`config.mk`:
```
export PLATFORM = sky130hd
export DESIGN_NAME = bin2bcd_seq_flat
export DESIGN_NICKNAME = d
export VERILOG_FILES = /design/src/rtl/bin2bcd_seq_if.sv /design/src/rtl/bin2bcd_seq.sv /design/src/flat_wrapper.sv
export SDC_FILE = /design/constraint.sdc
export NUM_CORES = 1
export LEC_CHECK = 0
export BUFFER_PORTS_ARGS = -buffer_cell sky130_fd_sc_hd__buf_2
export CAP_MARGIN = 0
export CORE_UTILIZATION = 52
export DETAILED_ROUTE_END_ITERATION = 12
export HOLD_SLACK_MARGIN = 0.02
export PLACE_DENSITY = 0.76
export SLEW_MARGIN = 40
export SYNTH_ARGS = -nofsm -noshare
export SYNTH_HDL_FRONTEND = slang
export SYNTH_SLANG_ARGS = --single-unit
export TNS_END_PERCENT = 50
```
`constraint.sdc`:
```
create_clock -name clk -period 1.35 [get_ports clk]
set_input_delay 0.2025 -clock clk [delete_from_list [all_inputs] [get_ports clk]]
set_output_delay 0.2025 -clock clk [all_outputs]
set_load 0.01 [all_outputs]
```
`src/rtl/bin2bcd_seq_if.sv`:
```
// rtl/bin2bcd_seq_if.sv - start/busy/done handshake and result bundle for bin2bcd_seq
interface bin2bcd_seq_if #(
    parameter int BIN_W = 27
);
    logic             start;
    logic [BIN_W-1:0] bin;
    logic             busy;
    logic             done;
    logic [31:0]      digits;
    logic             ovf;

    modport master (
        output start, bin,
        input  busy, done, digits, ovf
    );

    modport slave (
        input  start, bin,
        output busy, done, digits, ovf
    );
endinterface

```
`src/rtl/bin2bcd_seq.sv`:
```
// rtl/bin2bcd_seq.sv - sequential double-dabble binary to 8-digit packed BCD converter
// Optional BCD_BLANK_LEADING_ZEROS_EN: leading zero digits committed as 4'hF (blank).
module bin2bcd_seq #(
    parameter int BIN_W = 27
) (
    input  logic          clk,
    input  logic          rst_n,
    bin2bcd_seq_if.slave  bus
);
    localparam int CNT_W = $clog2(BIN_W + 1);

`ifdef BCD_BLANK_LEADING_ZEROS_EN
    localparam logic [31:0] DIGITS_RST = 32'hFFFF_FFF0;
`else
    localparam logic [31:0] DIGITS_RST = 32'h0000_0000;
`endif

    typedef enum logic [1:0] {
        IDLE = 2'd0,
        CONV = 2'd1,
        LOAD = 2'd2
    } state_t;

    state_t           state_q, state_d;
    logic [BIN_W-1:0] bin_q, bin_d;
    logic [31:0]      scratch_q, scratch_d;
    logic [CNT_W-1:0] cnt_q, cnt_d;
    logic             ovf_pend_q, ovf_pend_d;
    logic [31:0]      digits_q, digits_d;
    logic             ovf_q, ovf_d;
    logic             done_q, done_d;
    logic [31:0]      adj;
    logic [31:0]      result;
`ifdef BCD_BLANK_LEADING_ZEROS_EN
    logic             leading;
`endif

    always_ff @(posedge clk or negedge rst_n) begin
        if (!rst_n) begin
            state_q    <= IDLE;
            bin_q      <= '0;
            scratch_q  <= '0;
            cnt_q      <= '0;
            ovf_pend_q <= 1'b0;
            digits_q   <= DIGITS_RST;
            ovf_q      <= 1'b0;
            done_q     <= 1'b0;
        end else begin
            state_q    <= state_d;
            bin_q      <= bin_d;
            scratch_q  <= scratch_d;
            cnt_q      <= cnt_d;
            ovf_pend_q <= ovf_pend_d;
            digits_q   <= digits_d;
            ovf_q      <= ovf_d;
            done_q     <= done_d;
        end
    end

    // Nibbles never exceed 9 here, so the +3 stays inside each nibble.
    always_comb begin
        adj = scratch_q;
        for (int i = 0; i < 8; i++) begin
            if (scratch_q[4*i +: 4] >= 4'd5) begin
                adj[4*i +: 4] = scratch_q[4*i +: 4] + 4'd3;
            end
        end
    end

    always_comb begin
        result = scratch_q;
`ifdef BCD_BLANK_LEADING_ZEROS_EN
        leading = 1'b1;
        for (int i = 7; i >= 1; i--) begin
            if (leading && (scratch_q[4*i +: 4] == 4'd0)) begin
                result[4*i +: 4] = 4'hF;
            end else begin
                leading = 1'b0;
            end
        end
`endif
    end

    always_comb begin
        state_d    = state_q;
        bin_d      = bin_q;
        scratch_d  = scratch_q;
        cnt_d      = cnt_q;
        ovf_pend_d = ovf_pend_q;
        digits_d   = digits_q;
        ovf_d      = ovf_q;
        done_d     = 1'b0;
        case (state_q)
            IDLE: begin
                if (bus.start) begin
                    state_d    = CONV;
                    bin_d      = bus.bin;
                    scratch_d  = '0;
                    cnt_d      = CNT_W'(BIN_W);
                    ovf_pend_d = ({{(32-BIN_W){1'b0}}, bus.bin} > 32'd99_999_999);
                end
            end
            CONV: begin
                scratch_d = {adj[30:0], bin_q[BIN_W-1]};
                bin_d     = bin_q << 1;
                cnt_d     = cnt_q - CNT_W'(1);
                if (cnt_q == CNT_W'(1)) begin
                    state_d = LOAD;
                end
            end
            LOAD: begin
                digits_d = ovf_pend_q ? 32'h9999_9999 : result;
                ovf_d    = ovf_pend_q;
                done_d   = 1'b1;
                state_d  = IDLE;
            end
            default: state_d = IDLE;
        endcase
    end

    assign bus.busy   = (state_q != IDLE);
    assign bus.done   = done_q;
    assign bus.digits = digits_q;
    assign bus.ovf    = ovf_q;
endmodule

```
`src/flat_wrapper.sv`:
```
// flat-port wrapper written by rule: the top's interface ports become plain ports
module bin2bcd_seq_flat 
#(
    parameter int BIN_W = 27
)
  (clk, rst_n, bus_start, bus_bin, bus_busy, bus_done, bus_digits, bus_ovf);
  bin2bcd_seq_if #(.BIN_W(BIN_W)) bus_i ();
  input  logic clk;
  input  logic rst_n;
  input wire logic [$bits(bus_i.start)-1:0] bus_start;
  input wire logic [$bits(bus_i.bin)-1:0] bus_bin;
  output wire logic [$bits(bus_i.busy)-1:0] bus_busy;
  output wire logic [$bits(bus_i.done)-1:0] bus_done;
  output wire logic [$bits(bus_i.digits)-1:0] bus_digits;
  output wire logic [$bits(bus_i.ovf)-1:0] bus_ovf;
  assign bus_i.start = bus_start;
  assign bus_i.bin = bus_bin;
  assign bus_busy = bus_i.busy;
  assign bus_done = bus_i.done;
  assign bus_digits = bus_i.digits;
  assign bus_ovf = bus_i.ovf;
  bin2bcd_seq #(.BIN_W(BIN_W)) u_core (.clk(clk), .rst_n(rst_n), .bus(bus_i));
endmodule
```
# ---- Yosys cells after proc, flatten, opt, wreduce, memory -nomap -nowiden
# Cells that the tools add are included.
dict set report op_classes {
  reduce_logical 6
  add_sub_neg 9
  mux 19
  eq_ne 5
  order_cmp 9
}
# cell n
set op_table {}
lappend op_table {{32-bit two-way mux} 2}
lappend op_table {{32-bit one-hot mux with 2 select lines} 1}
lappend op_table {{27-bit one-hot mux with 2 select lines} 1}
lappend op_table {{4-bit by 3-bit >= comparator with 1-bit output, second input constant} 8}
lappend op_table {{4-bit by 2-bit adder with 4-bit output, second input constant} 7}
lappend op_table {{4-bit two-way mux} 7}
lappend op_table {{27-bit > comparator, second input constant} 1}
lappend op_table {{27-bit two-way mux} 1}
lappend op_table {{5-bit one-hot mux with 2 select lines} 1}
lappend op_table {{2-bit AND reduction} 3}
lappend op_table {{5-bit by 1-bit equality test with 1-bit output, second input constant} 1}
lappend op_table {{5-bit two-way mux} 1}
lappend op_table {{5-bit by 1-bit subtractor with 5-bit output, second input constant} 1}
lappend op_table {{2-bit two-way mux} 2}
lappend op_table {{2-bit one-hot mux with 2 select lines} 1}
lappend op_table {{2-bit nonzero test} 2}
lappend op_table {{3-bit by 2-bit adder with 3-bit output, second input constant} 1}
lappend op_table {{3-bit two-way mux} 1}
lappend op_table {{2-bit by 1-bit equality test with 1-bit output, second input constant} 1}
lappend op_table {{2-bit equality test, second input constant} 1}
lappend op_table {{2-bit logical NOT} 1}
lappend op_table {{2-bit by 1-bit != test with 1-bit output, second input constant} 1}
lappend op_table {{2-bit != test, second input constant} 1}
lappend op_table {{1-bit two-way mux} 1}
dict set report word_totals {
  regBits 101
  wordCells 56
  out_inout_bits 35
  inputBits 30
}

# ---- Logic depth before layout (Yosys ltp)
# Gate-level depths: netlist of run 1.
dict set report depth {
  depth_word 3
  depth_mapped 6
}

# ---- Worst setup path before layout of run 1
# OpenSTA, ideal clock, no wires.
dict set report synth_timing {
  path_kind {reg-to-reg}
  startpoint {register u_core.scratch_q[0] (netlist: u_core.result[0])}
  endpoint {register u_core.scratch_q[2] (netlist: u_core.result[2])}
  t_arrival_ns 1.437
  path_buffers 0
  required_ns 1.267
  path_slack_ns -0.170
  setup_time_ns 0.083
  stages_incl_launch_ff 7
  synth_period_minus_slack_ns 1.520
  cell_sequence {dfrtp_1 -> inv_1 -> ha_1 -> nand2b_1 -> a21oi_1 -> mux2_2 -> o21ai_0}
}
dict set report synth_between {
  elab_chain_len 3
}
# item line_no
set synth_rtl {}
lappend synth_rtl {{start, declared} bin2bcd_seq.sv:26} ;# logic [31:0] scratch_q, scratch_d;
lappend synth_rtl {{start signal, assigned} bin2bcd_seq.sv:51} ;# scratch_q <= scratch_d;
lappend synth_rtl {{4-bit by 2-bit adder with 4-bit output or 4-bit by 3-bit >= comparator with 1-bit output (tied branches)} {bin2bcd_seq.sv:65, bin2bcd_seq.sv:64}}
lappend synth_rtl {{4-bit two-way mux (*)} bin2bcd_seq.sv:64} ;# if (scratch_q[4*i +: 4] >= 4'd5) begin
lappend synth_rtl {{32-bit one-hot mux with 2 select lines (*)} bin2bcd_seq.sv:93} ;# case (state_q)
# Every way passes the cells marked *; elsewhere a longest branch is shown, timed or not.
# A chain may end at the register's enable or synchronous reset.

# ---- Worst setup path in the final report of run 1
dict set report layout_timing {
  startpoint {register u_core.state_q[1]}
  endpoint {register u_core.ovf_pend_q}
}
dict set report layout_between {
  elab_chain_len 2
}
# item line_no
set layout_rtl {}
lappend layout_rtl {{start, declared} bin2bcd_seq.sv:24} ;# state_t state_q, state_d;
lappend layout_rtl {{start signal, assigned} bin2bcd_seq.sv:49} ;# state_q <= state_d;
lappend layout_rtl {{2-bit logical NOT} bin2bcd_seq.sv:93}
lappend layout_rtl {{2-bit AND reduction (no source line)} --}
lappend layout_rtl {{end signal, assigned} bin2bcd_seq.sv:53} ;# ovf_pend_q <= ovf_pend_d;
lappend layout_rtl {{end, declared} bin2bcd_seq.sv:28} ;# logic ovf_pend_q, ovf_pend_d;
# Every way passes these cells.

==> impl_results.md, run 1 <==
* Status: finished, violations left
* Failing checks: setup timing
* Drt wl/cell at 16.7 um
* Setup violators final at 64
* Sw frac at 40.2%
* Total GRT Usage at 25.1%
* Finished Cell Area at about 7000 sq um
* # diodes at 0
* Max Buffers Root-to-Sink at 2
* Share of post-route cells with drive strength above 1 at between 40% and 50%
* Antenna violations before repair at 0
* Post-layout util at 76.6%
* Final Hold Fails at 0
* Synth unique cells at 37
* Crit Path Max Fanout at 8
* Flop2flop setup slack at -0.20 ns
* Post-route ant nets at 0
* Hold crit path type: input pin to flip-flop
* Post-route DRC at 0
* Post-DP Area at between 5000 and 6000 sq um
* CP Class: flip-flop to flip-flop
* Worst hold slack at 0.0235 ns
* Port Buffers at 64
* H-tree depth at 3
* Number of max-cap violations at 0
* Num rows at 34
* Sw power at just over 6 mW
* CTS tree: done
* Worst EP arrival at 1.83 ns
* WHS Path Cells at 3
* Crit path capture type: flip-flop
* LEAKAGE at 3.10 nW
* Drt initial violations at between 200 and 250
* HP Start: bus_bin[0]
* Register-to-Register Path Depth at 3
* Non-filler instance count after layout at 746
* Gate power share at 54.0%
* Post-layout total power at between 15 and 20 mW
* Clk root buf: clkbuf_8
* Yosys warning total at 0
* Synthesized area at 4860 sq um
* Yosys reg bits at 101
* TNS Setup at -7.41 ns
* Dpl cells at 708
* Die H at between 90 and 100 um
* Post-Route Skew at 0.0112 ns
* Final worst path period need at 1.55 ns
* Crit start category: flip-flop
* Int Pwr at between 9 and 10 mW
* Reg-to-reg startpoint: u_core.state_q[1]
* Clock power share at a little under an eighth
* Number of global-route vias before repair at 4,096
* Die extent in x at 98.7 um
* Crit share post-route at 115%
* Clock sinks at 101
* Final wirelength at 12,400 um
* CTS buffer count at 9
* Core area at roughly 9000 sq um
* Clock-pin transition on the worst setup and hold timing paths at 0.10 ns
* Syn Area/Cell at about 9.5 sq um
* Sequential group share of total power at 34.0%
* Sequential share of the synthesized area at approximately 52%
* Clk_lat worst skew at about 0.38 ns
* Vias at 4,215
* Required @ worst endpoint at 1.63 ns
* Post-synth EDFFs at 0
* I/O Pins at between 60 and 70
* Hold Path End: u_core.bin_q[0]
* Die ar. at around 9700 sq um
* Critical Path Start: u_core.state_q[1]
* Mapped Cells at 512
* PnR worst setup slack at -0.198 ns
* Layout Nets at 681
* Drt pass-1 iters at 5
* Initial Util at 54.7%
* Worst-Margin Slew at 0.559 ns
* Largest net degree at the start of global routing at 102
* First-pass GRT wire length at 19,500 um
* Unrepaired setup endpoints after global routing: yes
* Final GP Congestion at ~0.78
* Via density at 5.65
* Area grow syn2layout at 40.1%
* Max IR drop VDD at 0.00107 V
* Highest clock rate at 0.646 GHz
* Max transition margin at a little over three fifths
* Synthesized Nets at 560
* Ys flop type: dfrtp_1
* DP Wirelength at 7290 um
* FF-to-FF End: u_core.ovf_pend_q
* Total grt overflow at 0
* Pwr Density at 2260 nW/um^2
* Max Slew Vio Count at 0
* Post-synth ARST share at between 90% and 100%
* Pre-CTS WS at -0.128 ns
-- synth_stat cells (all sizes together), types with 2 or more instances --
master	instances	share of area [%]
nand3	23	2.4
inv	20	1.5
nor4b	2	0.36
clkbuf	12	0.93
o21ai	48	4.9
a31oi	26	3.3
ha	18	4.6
xnor2	11	2.0
xor2	7	1.3
mux2	8	1.9
o31ai	24	3.7
nand4	2	0.26
dfrtp	101	52
a211oi	2	0.31
buf	22	2.5
a32o	8	1.6
nand2b	18	2.3
a21oi	9	0.93
nor2	44	3.4
nand2	93	7.2
-- critical path, cell delays in order, from the launching register on --
cell,delay (ns)
dfrtp_1,0.44
or3b_4,0.51
buf_4,0.18
o41ai_2,0.32
-- how the worst max path moves through the flow --
stage / cells past startpoint / endpoint / slack (ns)
after global routing: 7 / u_core.bin_q[10] / -0.25
after floorplan: 5 / u_core.bin_q[10] / -0.02
final: 3 / u_core.ovf_pend_q / -0.20
after detailed placement: 4 / u_core.result[19] / -0.13
after global placement: 4 / u_core.result[3] / -0.07
after CTS: 3 / bus_busy / -0.12
-- placed cells by master (no fill, tap or decap), types with 9 or more instances in the layout --
| cell type | count |
|---|---|
| dfrtp_1 | 98 |
| nand2_1 | 71 |
| buf_2 | 62 |
| buf_4 | 55 |
| nor2_1 | 44 |
| o21ai_0 | 31 |
| a31oi_1 | 22 |
| nand2_2 | 20 |
| nand3_2 | 16 |
| inv_2 | 15 |
| o31ai_1 | 15 |
| buf_6 | 15 |
| clkbuf_8 | 11 |
| nand2b_4 | 10 |
| xnor2_1 | 10 |
| ha_4 | 10 |
| o21ai_1 | 9 |
-- cells by family (layout without fill, tap and decap cells) --
logic type	after synthesis	in the layout	synth area share, %
AOI/OAI and AO/OA	121	121	15.7
DFF	101	101	52.0
muxes	9	9	2.06
and+or+nand+nor	191	192	17.4
adders and majority gates	18	18	4.63
buffers and inverters	54	179	4.97
xor gates and xnor gates	18	18	3.24
-- power by group through the flow --
stage | clock network, mW | logic [mW] | registers, mW
2_1_floorplan | 0 | 4.35 | 5.07
3_3_place_gp | 0 | 6.31 | 5.07
3_5_place_dp | 0 | 6.61 | 5.14
4_1_cts | 1.88 | 7.22 | 5.10
5_1_grt | 1.99 | 9.04 | 5.36
6_report | 1.84 | 8.29 | 5.23
-- routing by layer --
metal / track usage, % / routed length, um / vias up
li1: - / - / 2009
met1: 33.6 / 5240 / 2069
met2: 42.4 / 6380 / 119
met3: 3.48 / 623 / 18
met4: 8.15 / 191 / 0
met5: 0 / 0 / -
-- sequential cells by signal, indices dropped and copies added, names as in the netlist --
name,flops
u_core.result,32
u_core.bus.digits,32
u_core.bus.done,1
u_core.ovf_pend_q,1
u_core.cnt_q,5
u_core.state_q,2
u_core.bin_q,27
u_core.bus.ovf,1
-- cell type report --
type | instances | area [sq um]
Clock buffer | 12 | 155
Timing Repair Buffer | 143 | 1110
Inverter | 20 | 75.1
Multi-Input combinational cell | 358 | 2770
Fill cell | 578 | 2080
Tap cell | 108 | 135
Clock inverter | 4 | 32.5
Sequential cell | 101 | 2530
-- timing repair --
action                                  in CTS  in global routing
setup buffers                               10                  6
cloned                                       2                  3
hold buffers                                 1                  0
gates resized for setup                     52                 74
endpoints found under the setup margin      53                 98
pin swaps                                   28                 49
endpoints found under the hold margin      101                  0
Power figures use the tool's default switching activity.
==> inputs of run 2 (changes only) <==
--- a/config.mk
+++ b/config.mk
@@ -12,4 +12,5 @@
 export HOLD_SLACK_MARGIN = 0.02
 export PLACE_DENSITY = 0.76
+export SKIP_LAST_GASP = 1
 export SLEW_MARGIN = 40
 export SYNTH_ARGS = -nofsm -noshare
==> constraint.sdc (replaced) <==
create_clock -name clk -period 1.35 [get_ports clk]
set_input_delay 0.2025 -clock clk [delete_from_list [all_inputs] [get_ports clk]]
set_output_delay 0.2025 -clock clk [all_outputs]
set_load 0.1 [all_outputs]
==> impl_results.md, run 2 (synthesis results as in run 1) <==
* Crit Path Max Fanout at 3 (-5)
* DP Wirelength at 7320 um (+0.41%)
* Crit share post-route at 116% (+1.6 points)
* Total grt overflow at 0 (unchanged)
* Total GRT Usage at 26.5% (+1.5 points)
* Number of global-route vias before repair at 4,153 (+1.4%)
* Layout Nets at 699 (+2.6%)
* Final worst path period need at 1.57 ns (+0.0219 ns)
* Drt wl/cell at 18.8 um (+13%)
* Die H at 98.7 um (unchanged)
* Core area at 8890 sq um (unchanged)
* Crit path capture type: primary output
* Via density at 5.88 (+4.2%)
* Crit start category: flip-flop
* Worst hold slack at 0.0115 ns (-0.0120 ns)
* Most frequent cells in the layout: dfrtp_1 (101), nand2_1 (78), buf_4 (60)
* Num rows at 34 (unchanged)
* Max Used Layer: met4
* CP delay by family, top: flip-flops
* Number of max-cap violations at 0 (unchanged)
* Hold crit path type: input pin to flip-flop
* TNS Setup at -9.52 ns (-2.11 ns)
* Post-route DRC at 0 (unchanged)
* CP Depth at 3 (unchanged)
* Highest clock rate at 0.637 GHz (-1.4%)
* CP Buf/Inv Count at 2 (+1)
* Worst-Margin Slew at 0.546 ns (-0.0135 ns)
* PnR worst setup slack at -0.220 ns (-0.0219 ns)
* Clock sinks at 101 (unchanged)
* Finished Cell Area at 7040 sq um (+3.4%)
* Crit path largest cell delay at 0.44 ns (-0.07 ns)
* Metal-1 WL at 5930 um (+13%)
* Vias at 4,496 (+6.7%)
* Slowest cell on crit path: dfrtp_1
* Final Hold Fails at 0 (unchanged)
* WHS Path Cells at 3 (unchanged)
* Setup violators final at 101 (+58%)
* H-tree depth at 3 (unchanged)
* Failing checks: setup timing
* Final wirelength at 14,400 um (+16%)
* Die ar. at 9740 sq um (unchanged)
* Unrepaired setup endpoints after global routing: yes
* Initial Util at 54.7% (unchanged)
* Pre-CTS WS at -0.122 ns (+0.00605 ns)
* LEAKAGE at 3.27 nW (+5.5%)
* Post-Route Skew at 0.0101 ns (-0.00107 ns)
* CTS buffer count at 9 (unchanged)
* Met3 WL post-DR at 863 um (+39%)
* Pwr Density at 2460 nW/um^2 (+8.9%)
* First-pass GRT wire length at 20,300 um (+4.2%)
* Post-route ant nets at 0 (unchanged)
* Largest net degree at the start of global routing at 102 (unchanged)
* Post-DP Area at 5910 sq um (+0.25%)
* # diodes at 0 (unchanged)
* Die extent in x at 98.7 um (unchanged)
* Clk_lat worst skew at 0.38 ns (about the same)
* Max Buffers Root-to-Sink at 2 (unchanged)
* Worst EP arrival at 1.37 ns (-0.46 ns)
* Clock-pin transition on the worst setup and hold timing paths at 0.10 ns (about the same)
* Drt pass-1 iters at 5 (unchanged)
* CP Class: flip-flop to primary output
* Max IR drop VDD at 0.00117 V (+9.8%)
* Max transition margin at 63.6% (+0.90 points)
* Fill count at 542 (-6.2%)
* Status: finished, violations left
* Port Buffers at 64 (unchanged)
* Crit-path cells: buf_6 > or2_4 > buf_12
* Met2 wire len at 7290 um (+14%)
* Final GP Congestion at 0.775 (-0.92%)
* Share of post-route cells with drive strength above 1 at 41.2% (-4.0 points)
* CTS tree: done
* I/O Pins at 65 (unchanged)
* Area grow syn2layout at 44.9%
* Max Slew Vio Count at 0 (unchanged)
* Required @ worst endpoint at 1.15 ns (-0.48 ns)
* Drt initial violations at 236 (+17%)
* Register-to-Register Path Depth at 7 (+4)
* Antenna violations before repair at 0 (unchanged)
* Commonest non-fill, non-tap cell in the layout: dfrtp_1
* Clk root buf: clkbuf_8
* Post-layout total power at 17.3 mW (+13%)
run 2: cell count changes in the layout (fill, tap and decap cells not counted), sizes merged:
cell,previous run,this run
clkbuf,14,19
bufbuf,0,2
clkinv,2,3
clkinvlp,2,1
buf,140,149
nand2b,18,20
run 2: layout make-up:
type / count / area [sq um] / share of cell area, %
Sequential cell: 101 / 2530 / 35.9
Clock buffer: 12 / 145 / 2.06
Tap cell: 108 / 135 / 1.92
Timing Repair Buffer: 159 / 1480 / 21.0
Inverter: 20 / 75.1 / 1.07
Multi-Input combinational cell: 360 / 2640 / 37.5
Clock inverter: 4 / 33.8 / 0.480
run 2: worst paths after layout:
path	start	to	slack (ns)
worst max-delay path	u_core.state_q[1]	bus_busy	-0.22
worst min-delay path	bus_bin[0]	u_core.bin_q[0]	0.01
worst max register to register	u_core.state_q[1]	u_core.bin_q[10]	-0.21
worst min register to register	u_core.bus.digits[1]	u_core.bus.digits[1]	0.48
max in group asynchronous	rst_n	u_core.state_q[0]	0.51
min in group asynchronous	rst_n	u_core.bus.digits[6]	0.40
run 2: metrics by stage:
stage / util, % / instances
final: 79.2 / 764
after global routing: 79.2 / 764
after CTS: 73.1 / 745
after detailed placement: 66.4 / 708
after global placement: 66.4 / 708
after floorplan: - / 512
run 2: where the power goes:
part	internal, mW	leakage (nW)	switching (mW)
clock network	0.734	0.0868	1.13
logic	4.54	1.97	5.66
registers	4.13	1.22	1.10
total	9.41	3.27	7.90
run 2: worst reg2reg max path, delay by kind of cell (launching register included):
| kind | cells | cell delay [ns] |
|---|---|---|
| buf+inv | 4 | 0.54 |
| compound gates | 1 | 0.23 |
| simple gates | 2 | 0.26 |
| flops | 1 | 0.44 |
run 2: what timing repair did:
action	CTS	global route
hold buffers	1	0
endpoints found under the setup margin	86	131
buffers inserted	15	7
hold endpoints to repair	101	0
cloned	5	12
pin swaps	6	29
resized for setup	35	62
run 2: metal layers:
metal  vias up  GRT usage, %
li1       2046             -
met2       173          44.3
met1      2252          34.9
met5         -             0
met4         0          8.27
met3        25          5.67
